**config.mk**
```make
export PLATFORM = sky130hd
export DESIGN_NAME = denise_ham_engine_flat
export DESIGN_NICKNAME = d
export VERILOG_FILES = /design/src/rtl/denise_ham_pkg.sv /design/src/rtl/denise_ham_engine_if.sv /design/src/rtl/denise_ham_palette.sv /design/src/rtl/denise_ham_engine.sv /design/src/flat_wrapper.sv
export SDC_FILE = /design/constraint.sdc
export NUM_CORES = 1
export LEC_CHECK = 0
export BUFFER_PORTS_ARGS = -buffer_cell sky130_fd_sc_hd__buf_2
export CAP_MARGIN = 30
export CORE_MARGIN = 3
export CORE_UTILIZATION = 58
export CTS_BUF_LIST = sky130_fd_sc_hd__clkbuf_8
export CTS_CLUSTER_DIAMETER = 80
export CTS_CLUSTER_SIZE = 10
export DETAILED_ROUTE_END_ITERATION = 8
export GPL_ROUTABILITY_DRIVEN = 0
export PLACE_DENSITY = 0.78
export SLEW_MARGIN = 25
export SYNTH_ARGS = -nofsm -noshare
export SYNTH_HDL_FRONTEND = slang
export SYNTH_SLANG_ARGS = --single-unit
export TNS_END_PERCENT = 1
```
**constraint.sdc**
```tcl
create_clock -name clk -period 2.22 [get_ports clk]
set_clock_uncertainty 0.1 [all_clocks]
set_input_delay 0.111 -clock clk [delete_from_list [all_inputs] [get_ports clk]]
set_output_delay 0.111 -clock clk [all_outputs]
set_load 0.01 [all_outputs]
```
**src/rtl/denise_ham_pkg.sv**
```systemverilog
// Shared constants and types for the Denise HAM colour engine.
package denise_ham_pkg;

  localparam logic [8:0] COLORBASE = 9'h180;

  typedef enum logic [1:0] {
    LOAD = 2'b00,
    MODB = 2'b01,
    MODR = 2'b10,
    MODG = 2'b11
  } ham_ctrl_e;

  // Channel slot within the packed rgb word (red occupies the MSBs).
  localparam int CH_B = 0;
  localparam int CH_G = 1;
  localparam int CH_R = 2;

  typedef struct packed {
    logic      ham;
    logic      ham8;
    ham_ctrl_e ctrl;
    logic [5:0] val;
    logic      clr;
  } stage1_t;

endpackage

```
**src/rtl/denise_ham_engine_if.sv**
```systemverilog
// Register-write bus into the HAM engine: 7MHz write strobe, address, data and palette selects.
interface denise_ham_engine_if;
  logic        clk7_en;
  logic [8:1]  reg_address_in;
  logic [11:0] data_in;
  logic        loct;
  logic [2:0]  bank;

  modport master (
    output clk7_en, reg_address_in, data_in, loct, bank
  );

  modport slave (
    input clk7_en, reg_address_in, data_in, loct, bank
  );
endinterface

```
**src/rtl/denise_ham_palette.sv**
```systemverilog
// Colour palette RAM: one write port with per-nibble enables, one registered read port.
module denise_ham_palette #(
  parameter int W  = 12,
  parameter int AW = 4
) (
  input  logic            clk,
  input  logic            rst,
  input  logic            we,
  input  logic [AW-1:0]   waddr,
  input  logic [W-1:0]    wdata,
  input  logic [W/4-1:0]  nib_we,
  input  logic            re,
  input  logic [AW-1:0]   raddr,
  output logic [W-1:0]    rdata
);

  logic [W-1:0] mem [2**AW];

  // Storage is deliberately not reset; software reloads the palette.
  always_ff @(posedge clk) begin
    for (int n = 0; n < W / 4; n++) begin
      if (we && nib_we[n]) begin
        mem[waddr][n*4 +: 4] <= wdata[n*4 +: 4];
      end
    end
  end

  // Read samples the array before this cycle's write lands, so a colliding read sees old data.
  always_ff @(posedge clk or posedge rst) begin
    if (rst) begin
      rdata <= '0;
    end else if (re) begin
      rdata <= mem[raddr];
    end
  end

endmodule

```
**src/rtl/denise_ham_engine.sv**
```systemverilog
// Denise HAM6/HAM8 colour pipeline: palette write, two-stage pixel decode to registered rgb.
// HAM8 decoding is built only when DENISE_HAM8_EN is defined; otherwise ham8 is ignored.
module denise_ham_engine
  import denise_ham_pkg::*;
#(
  parameter int CW  = 4,
  parameter int PAW = 4
) (
  input  logic                 clk,
  input  logic                 reset,
  denise_ham_engine_if.slave   bus,
  input  logic                 ham_en,
  input  logic                 ham8,
  input  logic                 pix_en,
  input  logic                 line_clr,
  input  logic [7:0]           bpldata,
  output logic [3*CW-1:0]      rgb
);

  localparam int NW = 3 * CW / 4;
  // With 8-bit channels, nibbles 0/2/4 are the low halves of blue/green/red.
  localparam logic [NW-1:0] LO_NIB = (CW == 8) ? NW'(6'b010101) : {NW{1'b1}};

  logic            pal_we;
  logic [PAW-1:0]  pal_waddr;
  logic [PAW-1:0]  pal_raddr;
  logic [3*CW-1:0] pal_wdata;
  logic [3*CW-1:0] pal_rdata;
  logic [NW-1:0]   pal_nib_we;
  logic [7:0]      widx;
  logic [7:0]      ridx;
  logic            ham8_eff;
  logic            line_start;
  stage1_t         s1;
  logic [3*CW-1:0] hold;
  logic [3*CW-1:0] rgb_nxt;
  int              ch;

`ifdef DENISE_HAM8_EN
  assign ham8_eff = ham8 && (CW == 8);
`else
  assign ham8_eff = 1'b0;
`endif

  assign widx       = {bus.bank, bus.reg_address_in[5:1]};
  assign pal_waddr  = widx[PAW-1:0];
  assign pal_we     = bus.clk7_en && (bus.reg_address_in[8:6] == COLORBASE[8:6]) &&
                      ((CW == 8) || !bus.loct);
  assign pal_nib_we = bus.loct ? LO_NIB : {NW{1'b1}};
  // Each 4-bit field is replicated across the channel; nibble enables pick which half lands.
  assign pal_wdata  = {{(CW/4){bus.data_in[11:8]}},
                       {(CW/4){bus.data_in[7:4]}},
                       {(CW/4){bus.data_in[3:0]}}};

  always_comb begin
    ridx = {4'b0000, bpldata[3:0]};
    if (!ham_en) begin
      ridx = bpldata;
    end else if (ham8_eff) begin
      ridx = {2'b00, bpldata[7:2]};
    end
  end

  assign pal_raddr = ridx[PAW-1:0];

  denise_ham_palette #(
    .W  (3 * CW),
    .AW (PAW)
  ) u_palette (
    .clk    (clk),
    .rst    (reset),
    .we     (pal_we),
    .waddr  (pal_waddr),
    .wdata  (pal_wdata),
    .nib_we (pal_nib_we),
    .re     (pix_en),
    .raddr  (pal_raddr),
    .rdata  (pal_rdata)
  );

  // Stage 1: control fields travel alongside the registered palette read.
  always_ff @(posedge clk or posedge reset) begin
    if (reset) begin
      s1         <= '0;
      line_start <= 1'b1;
    end else if (pix_en) begin
      s1.ham     <= ham_en;
      s1.ham8    <= ham8_eff;
      s1.ctrl    <= ham_ctrl_e'(ham8_eff ? bpldata[1:0] : bpldata[5:4]);
      s1.val     <= ham8_eff ? bpldata[7:2] : {2'b00, bpldata[3:0]};
      s1.clr     <= line_clr | line_start;
      line_start <= 1'b0;
    end
  end

  // Stage 2: modify ops patch one channel of the held colour.
  always_comb begin
    hold    = s1.clr ? '0 : rgb;
    rgb_nxt = hold;
    case (s1.ctrl)
      MODB:    ch = CH_B;
      MODR:    ch = CH_R;
      default: ch = CH_G;
    endcase
    if (!s1.ham || (s1.ctrl == LOAD)) begin
      rgb_nxt = pal_rdata;
`ifdef DENISE_HAM8_EN
    end else if (s1.ham8) begin
      rgb_nxt[ch*CW +: CW] = CW'({s1.val, hold[ch*CW +: 2]});
`endif
    end else begin
      rgb_nxt[ch*CW +: CW] = {(CW/4){s1.val[3:0]}};
    end
  end

  always_ff @(posedge clk or posedge reset) begin
    if (reset) begin
      rgb <= '0;
    end else if (pix_en) begin
      rgb <= rgb_nxt;
    end
  end

  // Bank bits above the palette depth are intentionally dropped.
`ifdef DENISE_HAM8_EN
  logic unused_bits;
  assign unused_bits = ^{widx};
`else
  logic unused_bits;
  assign unused_bits = ^{widx, ham8, s1.ham8, s1.val[5:4]};
`endif

endmodule

```
**src/flat_wrapper.sv**
```systemverilog
// flat-port wrapper written by rule: the top's interface ports become plain ports
module denise_ham_engine_flat import denise_ham_pkg::*;
#(
  parameter int CW  = 4,
  parameter int PAW = 4
)
  (clk, reset, ham_en, ham8, pix_en, line_clr, bpldata, rgb, bus_clk7_en, bus_reg_address_in, bus_data_in, bus_loct, bus_bank);
  denise_ham_engine_if bus_i ();
  input  logic clk;
  input  logic reset;
  input  logic ham_en;
  input  logic ham8;
  input  logic pix_en;
  input  logic line_clr;
  input  logic [7:0] bpldata;
  output logic [3*CW-1:0] rgb;
  input wire logic [$bits(bus_i.clk7_en)-1:0] bus_clk7_en;
  input wire logic [$bits(bus_i.reg_address_in)-1:0] bus_reg_address_in;
  input wire logic [$bits(bus_i.data_in)-1:0] bus_data_in;
  input wire logic [$bits(bus_i.loct)-1:0] bus_loct;
  input wire logic [$bits(bus_i.bank)-1:0] bus_bank;
  assign bus_i.clk7_en = bus_clk7_en;
  assign bus_i.reg_address_in = bus_reg_address_in;
  assign bus_i.data_in = bus_data_in;
  assign bus_i.loct = bus_loct;
  assign bus_i.bank = bus_bank;
  denise_ham_engine #(.CW(CW), .PAW(PAW)) u_core (.clk(clk), .reset(reset), .bus(bus_i), .ham_en(ham_en), .ham8(ham8), .pix_en(pix_en), .line_clr(line_clr), .bpldata(bpldata), .rgb(rgb));
endmodule
```
# --- After elaboration in Yosys (flattened, before gate mapping) ---
# Memory sizes are Yosys's and may differ from the RTL's. A register that Yosys moved wholly into a read port is not among the register bits.
# Index checks and enable logic that the tools add are counted.
word_totals:
  memories: 1
  output_inout_bits: 12
  ramBits: 192
  elab_cells: 26
  reg_bits: 21
  in_bits: 39
  romBits: 0
  latch_bits: 0
mem_list:
  columns: ["memory", "depth", "word_bits", "rd", "rd_clocked_by_memory_dff", "wr", "line", "source"]
  rows:
  - ["u_core.u_palette.mem", 16, 12, 1, 1, 1, "denise_ham_palette.sv:17", "logic [W-1:0] mem [2**AW];"]
classes:
  reduce_logical: 6
  mux: 6
  shifts: 2
  div_mod_pow: 0
  addsub: 1
  eq_ne: 3
  bitwise_logic: 1
  magnitude_cmp: 0
  multipliers: 0
ops:
  columns: ["operator", "count"]
  rows:
  - ["$neg 4->33", 1]
  - ["$shift 4x33->12 const A", 1]
  - ["$shiftx 4x33->12", 1]
  - ["$mux 12", 2]
  - ["$bwmux 12", 1]
  - ["$pmux 2 s2", 1]
  - ["$eq 3x3->1 const B", 1]
  - ["$eq 2x1->1 const B", 1]
  - ["$eq 2x2->1 const B", 1]
  - ["$logic_and 1x1->1", 2]
  - ["$logic_not 1->1", 2]
  - ["$logic_not 2->1", 1]
  - ["$mux 1", 2]
  - ["$logic_or 1x1->1", 1]
  - ["$or 1x1->1", 1]

# --- Depth between registers and ports, before layout ---
# Gate-level depths: netlist of run 1.
depth:
  ltp_word: 6
  ltp_mapped: 8
  depth_no_buf: 6

# --- By module ---
# A second synthesis of run 1 with hierarchy kept.
hier_totals:
  cells_unflattened: 492
  area_unflattened_um2: 9245.1
by_module_without_submodules:
  columns: ["mod", "cells_each", "area_each_um2", "instances"]
  rows:
  - ["denise_ham_palette", 402, 8140.3, 1]
  - ["denise_ham_engine", 90, 1104.8, 1]

# --- Worst setup path before layout of run 1 ---
# OpenSTA, ideal clock, no wires.
synth_timing:
  path_type: "input-to-reg"
  from: "input bus_reg_address_in[5]"
  to: "memory u_core.u_palette.mem[2][0] (enable)"
  arrival_ns: 1.524
  slack_ns: 0.200
  path_buffers: 0
  cell_stages: 4
  required_ns: 1.724
  path_cell_list: "nand4b_1 -> nor3b_1 -> nand2b_1 -> nor3_1"
synth_between:
  elab_chain_len: 5
synth_lines:
  columns: ["element", "line", "source"]
  rows:
  - ["start, declared", "flat_wrapper.sv:18", "input wire logic [$bits(bus_i.reg_address_in)-1:0] bus_reg_address_in;"]
  - ["$eq 3x3->1", "denise_ham_engine.sv:47", "assign pal_we = bus.clk7_en && (bus.reg_address_in[8:6] == COLORBASE[8:6]) &&"]
  - ["$logic_and 1x1->1 (2 in series)", "denise_ham_engine.sv:47", null]
  - ["$mux 1", "denise_ham_palette.sv:22", "if (we && nib_we[n]) begin"]
  - ["$mux 1 (not written as such)", "denise_ham_palette.sv:23", "mem[waddr][n*4 +: 4] <= wdata[n*4 +: 4];"]
  - ["end, declared", "denise_ham_palette.sv:17", null]
# Every way passes these cells.

==> results of run 1 <==
-- metal layers --
layer  wire length (µm)  up-vias  track usage, %  part of all wire [%]
met5                  0        -               0                     0
met4                401        0            6.78                   2.2
met3               1180       32            4.37                   6.4
met2               9240      178            38.3                    50
met1               7510     2431            30.2                    41
li1                   -     2107               -                     -
-- placed cells by master (no fill, tap or decap), drive strengths merged --
cell and count:
a32oi 4, a21oi 13, nand4b 5, edfxtp 192, nor3 5, mux2i 16, clkbuf 27, nor2 19
o31ai 3, mux4 40, o21ai 15, nor3b 1, dlygate4sd3 26, or2 1, ha 4, nand3 4
a31oi 4, nand2b 6, nor4 1, buf 77, and3 5, inv 26, nand2 26, dfrtp 32
a22oi 8, dfstp 1, nor2b 4, mux2 16, o22ai 16
-- final timing paths --
kind | startpoint | endpoint | slack, ns | cells past startpoint
min in group asynchronous | reset | u_core.rgb[10] | 0.13 | 4
min | bpldata[3] | u_core.u_palette.rdata[6] | 0.06 | 3
min reg2reg | u_core.rgb[6] | u_core.rgb[6] | 0.39 | 2
max reg2reg | u_core.s1[7] | u_core.rgb[5] | 0.27 | 6
max in group asynchronous | reset | u_core.line_start | 1.54 | 4
max | pix_en | u_core.s1[7] | 0.22 | 6
-- critical path, cell delays in order --
cell and delay, ns:
dlygate4sd3_1 0.52, buf_2 0.37, nand2_1 0.10, dlygate4sd3_1 0.58, o21ai_0 0.08, dlygate4sd3_1 0.58
-- metrics by stage --
step	power (mW)	instance area, µm²	setup slack, ns	std cells	util [%]
floorplan	5.16	8850	0.200	469	-
global placement	5.36	9440	0.295	707	64.2
detailed placement	5.39	9440	0.312	707	64.2
CTS	7.88	10200	0.301	781	69.1
global route	8.12	10200	0.0776	781	69.1
finish	7.82	10200	0.223	781	69.1
-- kinds of logic after synthesis --
group                    count (synthesis)  share of synthesized area, %
adder cells (fa/ha/maj)                  4                         0.566
AND/OR/NAND/NOR                         77                          4.20
flip-flops                             225                          74.5
AO/OA/AOI/OAI                           63                          4.33
buffers and inverters                   28                          1.92
multiplexers                            72                          14.5
-- Yosys cell counts (3+ instances only) --
cell type and n:
ha_1 4, o31ai_1 3, buf_6 4, buf_1 4, mux4_2 30, buf_2 4
nor2_1 19, nand2b_1 6, mux4_1 10, nand3_1 4, clkbuf_1 5, nand2_1 26
a31oi_1 4, mux2_2 16, nor3_1 5, a32oi_1 4, inv_1 5, o22ai_1 16
nor2b_1 4, nand4b_1 5, and3_1 5, a21oi_1 13, o21ai_0 15, dfrtp_1 32
edfxtp_1 192, a22oi_1 8, mux2i_1 16, buf_4 5
-- power breakdown --
group          total [mW]  leakage, nW  internal [mW]  switching (mW)
Combinational       0.599         1.22          0.272           0.327
Clock                2.48        0.305           1.13            1.35
Sequential           4.74         2.11           4.68          0.0648
Total                7.82         3.64           6.08            1.74
-- what timing repair did --
action                                 in CTS  in global routing
endpoints found under the hold margin     238                  0
setup buffers                               0                  0
hold buffers                               26                  0
-- flip-flops by register name (all words and copies together), names as in the netlist --
register,flops
u_core.s1,8
u_core.rgb,12
u_core.u_palette.mem,192
u_core.line_start,1
u_core.u_palette.rdata,12
-- final cells by class --
class                           count  area (µm²)  share of cell area, %
Clock inverter                     21        81.3                  0.801
Clock buffer                       27         372                   3.66
Multi-Input combinational cell    216        2100                   20.7
Timing Repair Buffer              103         756                   7.44
Inverter                            5        18.8                  0.185
Sequential cell                   225        6590                   64.9
Tap cell                          184         230                   2.27
==> impl_metrics.tcl, run 1 <==
set metrics [dict create \
    fp.coreArea_um2 14700 \
    syn_area_um2 8850 \
    synth_fp_nets 512 \
    wl_per_cell_um 23.5 \
    grt_pass1_vias 4977 \
    clock.fmax_ghz 0.501 \
    cts_resized 0 \
    cp.required_ns 2.58 \
    synth-edff-count 192 \
    viasPerCell 6.08 \
    cts_buffer_depth 3 \
    pwr_density_cell_nw_per_um2 770 \
    num-fill-cells 963 \
    setup_violations 0 \
    ant_nets 0 \
    hold_violations 0 \
    drive_above_1_share_pct 26.3 \
    yosys_most_used_dff "edfxtp_1" \
    dieWidth_um 129 \
    htree_levels 1 \
    pin_count 51 \
    hold_path.class "in2reg" \
    maxSlewHeadroom_pct 54.3 \
    num_vias 4748 \
    ys_ff_latch 225 \
    nNetsFinal 620 \
    yosys-top-cells-area "edfxtp_1, dfrtp_1, mux4_2, mux4_1, mux2_2" \
    tns_ns 0 \
    hold_ws_ns 0.0568 \
    clkTransAtPathRegs_ns 0.07 \
    power.leakage_nw 3.64 \
    die_y_um 129 \
    cap_viol_max_count 0 \
    peakVddDrop_mv 0.523 \
    synth_largest_area_cell "edfxtp_1" \
    grt_pass1_wl_mm 28.0 \
    drc_errors 0 \
    postSynth.asyncResetShare_pct 14.7 \
    fin_crit_ns 2.00 \
    critPathArrivalTime_ns 2.35 \
    worst_pin_slew_ns 0.686 \
    status "finished clean" \
    yosys_warnings 0 \
    critPathKind "in2reg" \
    drv_slew 0 \
    cts_buffers 26 \
    crit_fanout 23 \
    finalCritPeriodShare_pct 90.0 \
    portBuffers 43 \
    overflow 0 \
    yosysSeqAreaShare_pct 74.5 \
    grt_max_degree 34 \
    totalWireLength_mm 18.3 \
    dr.pass1.iters 5 \
    rows 44 \
    rsz0062_at_grt "false" \
    fp.dieArea_um2 16800 \
    syn_inst 469 \
    drt_iter0_drc 462 \
    area_growth_pct 14.8 \
    synth.avg_cell_area_um2 18.9 \
    end_kind "flip-flop" \
    diodes 0 \
    cts_tree "built" \
    grt_usage_pct 22.6 \
    insertion_delay_ns 0.53 \
    synth.distinct_cells 33 \
    synthDominantCellAreaShare_pct 65.2 \
    clock-root-buffer "clkbuf_8" \
    initial_core_util_pct 60.2 \
    start_kind "primary input" \
    dp_hpwl_mm 11.3 \
    antenna_found_initial 0 \
    cts_sinks 225 \
]
Note: power is estimated with default switching activity, not from simulation.
==> inputs of run 2 (changes only) <==
- CTS_BUF_LIST: sky130_fd_sc_hd__clkbuf_8 -> sky130_fd_sc_hd__clkbuf_4 sky130_fd_sc_hd__clkbuf_8
- REMOVE_ABC_BUFFERS: default -> 1
==> run 2 against run 1 <==
  * Sequential power hardly changed
  * Die area is the same
  * Critical path type unchanged
  * Largest cell class unchanged
  * Combinational power down 2%
  * Sequential cell count did not move
  * Via count is 0.55% lower
  * Hold slack improved by 0.057 ns
  * First-iteration DRC count decreased by 21%
  * Worst setup slack improved by 0.041 ns
  * Wire length fell by 5.9%
  * Clock-buffer cell count increased by 20
==> impl_metrics.tcl, run 2 (synthesis results as in run 1) <==
set metrics [dict create \
    cts_buffer_depth 3 \
    busiest_layer "met2" \
    clock-root-buffer "clkbuf_8" \
    cts_sinks 225 \
    clkTransAtPathRegs_ns 0.08 \
    largest_reg_flops 192 \
    initial_core_util_pct 60.2 \
    fin_crit_ns 1.96 \
    cp.required_ns 2.59 \
    peakVddDrop_mv 0.445 \
    totalWireLength_mm 17.3 \
    power.leakage_nw 3.60 \
    p_total_mw 8.15 \
    worst_pin_slew_ns 0.563 \
    multi_input_area_um2 2100 \
    hold_violations 0 \
    num-fill-cells 864 \
    maxSlewHeadroom_pct 62.4 \
    end_kind "flip-flop" \
    start_kind "primary input" \
    pin_count 51 \
    met3_usage_pct 4.12 \
    rsz0062_at_grt "false" \
    finalCritPeriodShare_pct 88.1 \
    diodes 0 \
    area_growth_pct 15.2 \
    htree_levels 1 \
    rows 44 \
    use_met2_pct 34.8 \
    grt_pass1_wl_mm 27.1 \
    dp_hpwl_mm 10.7 \
    wl_per_cell_um 22.2 \
    grtUsageMet1_pct 30.9 \
    cts_buffers 26 \
    grt_pass1_vias 4819 \
    portBuffers 43 \
    crit_fanout 21 \
    critPathKind "in2reg" \
    nNetsFinal 615 \
    regMostFlops "u_core.u_palette.mem" \
    internal-power_mw 6.41 \
    grt_usage_pct 21.5 \
    pwr_density_cell_nw_per_um2 800 \
    fp.dieArea_um2 16800 \
    dieWidth_um 129 \
    critPathArrivalTime_ns 2.33 \
    power.switching_mw 1.74 \
    clock.fmax_ghz 0.511 \
    setup_violations 0 \
    hold_path.class "in2async" \
    pwr-share-comb_pct 7.2 \
    insertion_delay_ns 0.53 \
    status "finished clean" \
    ant_nets 0 \
    drt_iter0_drc 364 \
    drive_above_1_share_pct 29.2 \
    cap_viol_max_count 0 \
    die_y_um 129 \
    grt_max_degree 49 \
    layout_commonest_cell "edfxtp_1" \
    drv_slew 0 \
    switching_share_pct 21.4 \
    tns_ns 0 \
    viasPerCell 6.09 \
    overflow 0 \
    seqPwrFrac_pct 58.1 \
    antenna_found_initial 0 \
    largestRegisters "u_core.u_palette.mem x192, u_core.rgb x12, u_core.u_palette.rdata x12" \
    fp.coreArea_um2 14700 \
    layout_common_cells "edfxtp_1, buf_2, dfrtp_1" \
    register_area_um2 6590 \
    p_clk_share_pct 34.7 \
    drc_errors 0 \
    num_vias 4722 \
    dr.pass1.iters 5 \
    cts_tree "built" \
]
==> run 2: cell types whose count changed in the layout (fill, tap and decap cells not counted), sizes merged <==
cell	previous run	this run
buf	77	73
clkbuf	27	47
dlygate4sd3	26	25
inv	26	6
==> run 2: path summary, 6_finish.rpt <==
kind / slack, ns / depth (start not counted) / start / end
worst max-delay path: 0.26 / 6 / pix_en / u_core.s1[8]
worst min-delay path: 0.11 / 4 / reset / u_core.u_palette.rdata[3]
worst max register to register: 0.41 / 7 / u_core.s1[7] / u_core.rgb[7]
worst min register to register: 0.37 / 2 / u_core.rgb[11] / u_core.rgb[11]
max in group asynchronous: 1.57 / 4 / reset / u_core.line_start
min in group clk: 0.11 / 3 / bus_reg_address_in[3] / u_core.u_palette.mem[0][4]
==> run 2: through the flow <==
step	hold WS [ns]	cells	instance area, µm²	setup slack [ns]	utilization [%]
final	0.114	776	10200	0.264	69.3
after global routing	0.102	776	10200	0.194	69.3
after CTS	0.0729	776	10200	0.317	69.3
after detailed placement	0.123	703	9410	0.352	64.0
after global placement	0.120	703	9410	0.355	64.0
after floorplan	0.0428	446	8690	0.200	-
==> run 2: worst max-delay path, cell delays in order <==
cell,delay [ns]
dlygate4sd3_1,0.52
buf_2,0.34
nand2_1,0.10
dlygate4sd3_1,0.58
o21ai_0,0.10
dlygate4sd3_1,0.58
==> run 2: final cells by class <==
cell class	count	area share [%]
Sequential cell	225	64.7
Multi-Input combinational cell	216	20.6
Timing Repair Buffer	98	7.02
Clock buffer	47	5.12
Tap cell	184	2.26
Inverter	5	0.184
Clock inverter	1	0.0614
==> run 2: what timing repair did <==
action / in CTS / in global routing
gates resized for setup: 0 / 0
setup buffers: 0 / 0
hold buffers: 25 / 0
endpoints found under the hold margin: 235 / 0
==> run 2: per-layer routing <==
layer / vias to the layer above / share of wire, %
met2: 185 / 49
met3: 33 / 7.2
met1: 2406 / 42
li1: 2098 / -
met4: 0 / 2.0
met5: - / 0
==> run 2: power by group through the flow <==
stage / combinational (mW) / clock [mW] / sequential (mW)
finish: 0.590 / 2.83 / 4.74
global route: 0.652 / 3.08 / 4.74
CTS: 0.593 / 2.88 / 4.74
detailed placement: 0.554 / 0 / 4.83
global placement: 0.531 / 0 / 4.82
floorplan: 0.259 / 0 / 4.83
==> inputs of run 3 (changes only) <==
- REMOVE_ABC_BUFFERS: 1 -> default
==> run 3 against run 2 <==
  * First-iteration DRC count up 1.6%
  * Via count up 0.72%
  * Sequential cell count unchanged
  * Die area unchanged
  * Register-to-register slack worse by 0.16 ns
  * Worst setup slack worse by 0.044 ns
  * Cell count grew 0.64%
  * Sequential share of layout area shrank 0.25 points
  * Non-clock buffer count increased by 5
  * Clock-buffer cell count is the same
  * Design area grew 0.39%
  * Utilization up 0.27 points
  * Critical path type unchanged
==> impl_metrics.tcl, run 3 (synthesis results as in run 1) <==
set metrics [dict create \
    drc_errors 0 \
    dr.pass1.iters 5 \
    finalCritPeriodShare_pct 90.1 \
    grt_usage_pct 22.4 \
    totalWireLength_mm 18.2 \
    layout_commonest_cell "edfxtp_1" \
    fin_crit_ns 2.00 \
    dp_hpwl_mm 11.3 \
    htree_levels 1 \
    dieWidth_um 129 \
    initial_core_util_pct 60.2 \
    status "finished clean" \
    cts_sinks 225 \
    maxSlewHeadroom_pct 54.4 \
    critPathArrivalTime_ns 2.35 \
    place_worst_setup_slack_ns 0.312 \
    r2r_start "u_core.s1[7]" \
    cp.required_ns 2.57 \
    crit_fanout 23 \
    postCtsHoldBufs 26 \
    rows 44 \
    drt_iter0_drc 370 \
    hp-start "bus_reg_address_in[2]" \
    overflow 0 \
    num-fill-cells 942 \
    critPathKind "in2reg" \
    setup_violations 0 \
    wl_per_cell_um 23.3 \
    post_cts_buffers 0 \
    pin_count 51 \
    cts_buffer_depth 3 \
    largestRegisters "u_core.u_palette.mem x192, u_core.rgb x12, u_core.u_palette.rdata x12" \
    end_kind "flip-flop" \
    tns_ns 0 \
    area_growth_pct 15.6 \
    p_total_mw 8.16 \
    cap_viol_max_count 0 \
    cts_buffers 26 \
    drive_above_1_share_pct 29.6 \
    largest_reg_flops 192 \
    cts_tree "built" \
    diodes 0 \
    rr_worst_depth 6 \
    regMostFlops "u_core.u_palette.mem" \
    grt_pass1_vias 4939 \
    layout_common_cells "edfxtp_1, buf_2, buf_4, dfrtp_1, mux4_2" \
    worst_pin_slew_ns 0.684 \
    viasPerCell 6.09 \
    clock.fmax_ghz 0.500 \
    ant_nets 0 \
    antenna_found_initial 0 \
    reg2reg_to "u_core.rgb[5]" \
    power.leakage_nw 3.62 \
    cts_resized 0 \
    whs_endpoint "u_core.u_palette.mem[1][6]" \
    fp.dieArea_um2 16800 \
    fp.coreArea_um2 14700 \
    hold_path.class "in2reg" \
    clock-root-buffer "clkbuf_8" \
    hold_ws_ns 0.0470 \
    insertion_delay_ns 0.54 \
    start_kind "primary input" \
    startpoint "pix_en" \
    grt_max_degree 34 \
    worst_slack_ns 0.220 \
    pwr_density_cell_nw_per_um2 798 \
    peakVddDrop_mv 0.635 \
    portBuffers 43 \
    rsz0062_at_grt "false" \
    r2r_slack_ns 0.25 \
    die_y_um 129 \
    hold_depth 3 \
    drv_slew 0 \
    grt_pass1_wl_mm 27.8 \
    num_vias 4756 \
    clkTransAtPathRegs_ns 0.08 \
    nNetsFinal 620 \
    hold_violations 0 \
]
-- run 3: cell count changes in the layout (fill, tap and decap cells not counted) --
cell	change
buf_4	+4
dlygate4sd3_1	+1
-- run 3: report_power, final --
| part | leakage (nW) | switching, mW | total (mW) | internal (mW) |
|---|---|---|---|---|
| combinational | 1.22 | 0.325 | 0.597 | 0.272 |
| sequential | 2.11 | 0.0653 | 4.74 | 4.68 |
| clock | 0.291 | 1.36 | 2.82 | 1.46 |
-- run 3: worst max path at each step --
stage / to / slack [ns] / depth (start not counted)
3_3_place_gp: u_core.u_palette.rdata[2] / 0.29 / 5
3_5_place_dp: u_core.u_palette.rdata[2] / 0.31 / 5
6_report: u_core.s1[7] / 0.22 / 6
2_1_floorplan: u_core.u_palette.mem[2][0] / 0.20 / 4
5_1_grt: u_core.rgb[5] / 0.07 / 6
4_1_cts: u_core.rgb[5] / 0.30 / 6
-- run 3: critical path: stages --
cell and delay, ns:
dlygate4sd3_1 0.52, buf_2 0.37, nand2_1 0.10, dlygate4sd3_1 0.58, o21ai_0 0.08, dlygate4sd3_1 0.58
-- run 3: area by class of cell --
| type | instances | area, µm² | share of cell area [%] |
|---|---|---|---|
| clock buffer | 47 | 522 | 5.10 |
| clock inverter | 1 | 6.26 | 0.0612 |
| inverter | 5 | 18.8 | 0.183 |
| multi-input combinational | 216 | 2100 | 20.6 |
| sequential | 225 | 6590 | 64.5 |
| tap | 184 | 230 | 2.25 |
| timing repair buffer | 103 | 756 | 7.39 |
-- run 3: through the flow --
step	cell area, µm²	std cells	util (%)
detailed placement	9440	707	64.2
global placement	9440	707	64.2
CTS	10200	781	69.6
finish	10200	781	69.6
global route	10200	781	69.6
floorplan	8850	469	-
-- run 3: routing by layer --
layer	global-route usage (%)	routed length, µm
met1	30.3	7500
met3	4.25	1090
met5	0	0
met4	6.60	365
met2	38.0	9250
